--- src/rtl/seg_scan.sv ---
// seg_scan: six-digit multiplexed seven-segment driver with frame snapshot and blink.
// Define LEADING_ZERO_BLANK_EN to hide slot 5 while the hours-tens digit is zero.
module seg_scan #(
   parameter int SCAN_DIV     = 50000,
   parameter int DEAD_CYCLES  = 16,
   parameter int BLINK_FRAMES = 80
) (
   input  logic       clk,
   input  logic       rst,
   input  logic [7:0] sec_lo,
   input  logic [7:0] sec_hi,
   input  logic [7:0] min_lo,
   input  logic [7:0] min_hi,
   input  logic [7:0] hr_lo,
   input  logic [7:0] hr_hi,
   input  logic [5:0] blink_mask,
   output logic [6:0] seg,
   output logic       dp,
   output logic [5:0] an
);

   localparam int DW = (SCAN_DIV > 2) ? $clog2(SCAN_DIV) : 1;
   localparam int FW = (BLINK_FRAMES > 2) ? $clog2(BLINK_FRAMES) : 1;

   localparam logic [DW-1:0] DIV_LAST = DW'(SCAN_DIV - 1);
   localparam logic [DW-1:0] DEAD_END = DW'(DEAD_CYCLES);
   localparam logic [FW-1:0] FRM_LAST = FW'(BLINK_FRAMES - 1);

   logic [DW-1:0] div_cnt;
   logic [2:0]    idx;
   logic [FW-1:0] frame_cnt;
   logic          blink_phase;
   logic [7:0]    shadow [6];

   logic          slot_end;
   logic          frame_end;
   logic [5:0]    slot_oh;
   logic [7:0]    cur;
   logic          dead;
   logic          blink_off;
   logic          suppress;
   logic          hide;
   logic [6:0]    seg_d;
   logic          dp_d;
   logic [5:0]    an_d;

   function automatic logic [6:0] decode(input logic [7:0] v);
      logic [6:0] s;
      case (v)
         8'd0:    s = 7'h40;
         8'd1:    s = 7'h79;
         8'd2:    s = 7'h24;
         8'd3:    s = 7'h30;
         8'd4:    s = 7'h19;
         8'd5:    s = 7'h12;
         8'd6:    s = 7'h02;
         8'd7:    s = 7'h78;
         8'd8:    s = 7'h00;
         8'd9:    s = 7'h10;
         default: s = 7'h3F;
      endcase
      return s;
   endfunction

   assign slot_end  = (div_cnt == DIV_LAST);
   assign frame_end = slot_end && (idx == 3'd5);

   always_comb begin
      slot_oh = 6'b000000;
      cur     = shadow[0];
      unique case (idx)
         3'd0: begin slot_oh = 6'b000001; cur = shadow[0]; end
         3'd1: begin slot_oh = 6'b000010; cur = shadow[1]; end
         3'd2: begin slot_oh = 6'b000100; cur = shadow[2]; end
         3'd3: begin slot_oh = 6'b001000; cur = shadow[3]; end
         3'd4: begin slot_oh = 6'b010000; cur = shadow[4]; end
         3'd5: begin slot_oh = 6'b100000; cur = shadow[5]; end
         default: begin slot_oh = 6'b000000; cur = shadow[0]; end
      endcase
   end

`ifdef LEADING_ZERO_BLANK_EN
   assign suppress = slot_oh[5] && (shadow[5] == 8'd0);
`else
   assign suppress = 1'b0;
`endif

   // dead time at slot start keeps the previous digit from ghosting
   assign dead      = (div_cnt < DEAD_END);
   assign blink_off = blink_phase && |(blink_mask & slot_oh);
   assign hide      = dead || blink_off || suppress;

   assign seg_d = decode(cur);
   assign dp_d  = ~(slot_oh[2] | slot_oh[4]);
   assign an_d  = hide ? 6'h3F : ~slot_oh;

   always_ff @(posedge clk or negedge rst) begin
      if (!rst) begin
         div_cnt <= '0;
         idx     <= 3'd0;
      end else if (slot_end) begin
         div_cnt <= '0;
         idx     <= frame_end ? 3'd0 : idx + 3'd1;
      end else begin
         div_cnt <= div_cnt + DW'(1);
      end
   end

   always_ff @(posedge clk or negedge rst) begin
      if (!rst) begin
         frame_cnt   <= '0;
         blink_phase <= 1'b0;
      end else if (frame_end) begin
         if (frame_cnt == FRM_LAST) begin
            frame_cnt   <= '0;
            blink_phase <= ~blink_phase;
         end else begin
            frame_cnt <= frame_cnt + FW'(1);
         end
      end
   end

   // snapshot lands with idx 5->0 so a frame never mixes old and new digits
   always_ff @(posedge clk or negedge rst) begin
      if (!rst) begin
         for (int i = 0; i < 6; i++) shadow[i] <= 8'd0;
      end else if (frame_end) begin
         shadow[0] <= sec_lo;
         shadow[1] <= sec_hi;
         shadow[2] <= min_lo;
         shadow[3] <= min_hi;
         shadow[4] <= hr_lo;
         shadow[5] <= hr_hi;
      end
   end

   always_ff @(posedge clk or negedge rst) begin
      if (!rst) begin
         seg <= 7'h7F;
         dp  <= 1'b1;
         an  <= 6'h3F;
      end else begin
         seg <= seg_d;
         dp  <= dp_d;
         an  <= an_d;
      end
   end

endmodule

--- config.mk ---
export PLATFORM = sky130hd
export DESIGN_NAME = seg_scan
export DESIGN_NICKNAME = d
export VERILOG_FILES = /design/src/rtl/seg_scan.sv
export SDC_FILE = /design/constraint.sdc
export NUM_CORES = 1
export LEC_CHECK = 0
export ABC_AREA = 1
export CAP_MARGIN = 20
export CORE_UTILIZATION = 48
export CTS_CLUSTER_DIAMETER = 40
export CTS_CLUSTER_SIZE = 12
export DETAILED_ROUTE_END_ITERATION = 16
export PLACE_DENSITY = 0.76
export SYNTH_ARGS = -nofsm -noshare
export SYNTH_HDL_FRONTEND = slang
export SYNTH_SLANG_ARGS = --single-unit
--- constraint.sdc ---
create_clock -name clk -period 1.8 [get_ports clk]
set_input_delay 0.18 -clock clk [delete_from_list [all_inputs] [get_ports clk]]
set_output_delay 0.18 -clock clk [all_outputs]
set_load 0.01 [all_outputs]
==> flow_summary.json <==
{
  "status": "complete, but fails checks",
  "violations": "setup timing",
  "worstPathArrival_ps": 2160,
  "syn_inst": 525,
  "gr-total-overflow": 0,
  "hp-class": "input pin to async pin",
  "ys_ff_latch": 89,
  "crit_path_end_kind": "flop",
  "path_class": "flop to flop",
  "ys_warn_count": 0,
  "synth-xor-area-share": 0.0261,
  "grt.total_usage": 0.222,
  "worst_slack_ps": -63.0,
  "critPathMaxStageDelay_ps": 420,
  "critical_path.startpoint": "idx[0]$_DFFE_PN0N_",
  "totalWireLength_um": 9950,
  "start_util": 0.498,
  "utilization": 0.655,
  "clkSinkCount": 89,
  "synthAdderAreaFrac": 0.0287,
  "grt_antenna_before_repair": 0,
  "cts_buffer_depth": 2,
  "fp.dieArea_um2": 9480,
  "gp_congestion": 0.875,
  "cts_buffers": 9,
  "route.detailed.drc": 0,
  "place_hpwl_um": 7260,
  "ys_types": 37,
  "seq_area_frac_synth": 0.514,
  "peakVddDrop_mv": 0.362,
  "rrSetupSlack_ps": -60,
  "dieHeight_um": 97.3,
  "crit_end": "seg[5]$_DFF_PN1_",
  "clock_latency_ps": 370,
  "synth_top_cell_area_share": 0.430,
  "drive_gt1_frac": 0.166,
  "drtIter0Drc": 195,
  "ff2ff_path_depth": 11,
  "post_drt_via_cell_ratio": 5.05,
  "required_ps": 2090,
  "final_common_cell": "nand2_1",
  "first_pass_iters": 4,
  "grt_max_degree": 45,
  "fin_crit_sh": 1.04,
  "synth_area_um2": 4360,
  "syn_area_per_cell_um2": 8.31,
  "critPathMaxFanout": 5,
  "postRouteAntennaNets": 0,
  "syn-num-nets": 591,
  "fmax_mhz": 537,
  "report.final.slew_viol_count": 0,
  "power.density_nw_per_um2": 664,
  "cp.depth": 11,
  "worstMarginPinSlew_ps": 549,
  "htreeDepth": 3,
  "ios": 70,
  "wl_per_cell_um": 13.4,
  "cts_tree": "built",
  "cts-root-buf": "clkbuf_8",
  "path_buf_inv": 1,
  "worstSetupStartpointType": "flop",
  "synth_top_area_cell": "dfrtp_1",
  "power.total_uw": 3810,
  "synth_compound_area_frac": 0.0410,
  "finalSetupViolations": 7,
  "grt_pass1_vias": 3686,
  "layout_common_cells": "203 x nand2_1, 75 x dfrtp_1, 68 x clkdlybuf4s50_1, 44 x nand3_1, 35 x inv_1",
  "grt_pass1_wl_um": 16600,
  "cp_top_family": "simple AND/OR/NAND/NOR gates",
  "antenna_cells": 0,
  "cap_violations": 0,
  "coreArea_um2": 8760,
  "reg2reg_to": "seg[5]$_DFF_PN1_",
  "slowest_stage": "dfrtp_1",
  "syn_to_final_growth_pct": 31.5,
  "synth_simple_gate_area_share": 0.330,
  "rsz0062_at_grt": "yes",
  "fin_skew_ps": 17.6,
  "netlist_top_cells_area": "dfrtp_1 43%, nand2_1 18%, dfstp_2 8.4%",
  "period_minus_slack_ps": 1860,
  "finalNetCount": 694,
  "row_count": 34,
  "clk_pin_slew_ps": 90,
  "via_count": 3744,
  "path_common_cell": "nand2_1",
  "timing.rr.start": "idx[0]$_DFFE_PN0N_",
  "relSlewSlack": 0.634,
  "finalHoldViolations": 0,
  "p_leak_uw": 0.00265,
  "die_w_um": 97.3,
  "cp_cell_sequence": "ha_2, ha_4, nand2_1, nand2_1, nor2_2, nand3_2, buf_4, ha_1, nand3b_1, nand3_1, nand2_1",
  "muxShareOfSynthArea": 0,
  "io_buffer_count": 69,
  "dp_cells": 719,
  "synth_top_family_by_area": "simple AND/OR/NAND/NOR gates",
  "fin_cells": 741
}
-- worst min path at each step --
stage / from / end / slack (ps) / cells past startpoint
3_3_place_gp: rst / shadow[29]$_DFFE_PN0P_ / 200 / 1
2_1_floorplan: rst / blink_phase$_DFFE_PN0P_ / -120 / 0
4_1_cts: sec_hi[4] / shadow[36]$_DFFE_PN0P_ / 340 / 3
3_5_place_dp: rst / shadow[28]$_DFFE_PN0P_ / 210 / 1
6_report: rst / shadow[28]$_DFFE_PN0P_ / 330 / 2
5_1_grt: min_hi[2] / shadow[18]$_DFFE_PN0P_ / 340 / 3
-- sequential cells by signal, indices dropped and copies added (netlist names) --
register     count
an               6
blink_phase      1
div_cnt         16
dp               1
frame_cnt        7
idx              3
seg              7
shadow          48
-- per-layer routing --
metal / global-route usage / vias up / part of all wire
met2: 0.366 / 109 / 0.47
met3: 0.0432 / 18 / 0.051
met5: 0 / - / 0
li1: - / 1863 / -
met1: 0.286 / 1754 / 0.45
met4: 0.0973 / 0 / 0.025
-- cell type report --
class	count	area, µm²
clock buffer	13	149
multi-input combinational	379	1960
sequential	89	2240
timing repair buffer	106	997
inverter	43	164
fill	727	3030
tap	108	135
clock inverter	3	90.1
-- cells by family after synthesis --
group / count (synthesis)
buffers and inverters: 57
adder cells (fa/ha/maj): 10
AO/OA/AOI/OAI: 31
XOR/XNOR: 13
AND/OR/NAND/NOR: 325
flip-flops: 89
-- power breakdown --
part           switching [µW]  internal (µW)  total, µW
Sequential                  0           2000       2000
Combinational            59.4            111        170
Clock                     676            963       1640
Total                     735           3070       3810
-- per-stage QoR --
step	setup TNS (ps)	setup WS [ps]	hold WS (ps)	cell area, µm²
floorplan	-143	-105	-116	4390
global placement	-75.3	-52.0	203	5360
detailed placement	-822	-78.5	205	5360
CTS	-268	-65.2	336	5670
global route	-1040	-191	344	5740
finish	-321	-63.0	334	5740
-- worst register-to-register path, delay by kind of cell, from the launching register on --
kind,cells,cell delay (ps)
buffers and inverters,1,140
DFF,1,420
and+or+nand+nor,7,690
adders and majority gates,3,550
-- Yosys cell counts, drive strengths merged --
cell type and count:
dfstp 14, a22o 1, xor2 11, dfrtp 75, ha 10, buf 10
inv 41, nor3 5, clkbuf 4, o21ai 19, xnor2 2, nor4 2
clkinv 2, o211ai 1, nand2 210, or2 1, nand3b 5, nor2 45
nand4 9, o21bai 1, nand3 48, a21oi 9
-- repair_timing --
action | in CTS | in global routing
pin swaps | 1 | 2
resized for setup | 11 | 12
hold buffers | 1 | 0
hold endpoints to repair | 32 | 0
buffers inserted | 2 | 3
setup endpoints to repair | 50 | 67
No activity file was read; power rests on OpenSTA's default activity.
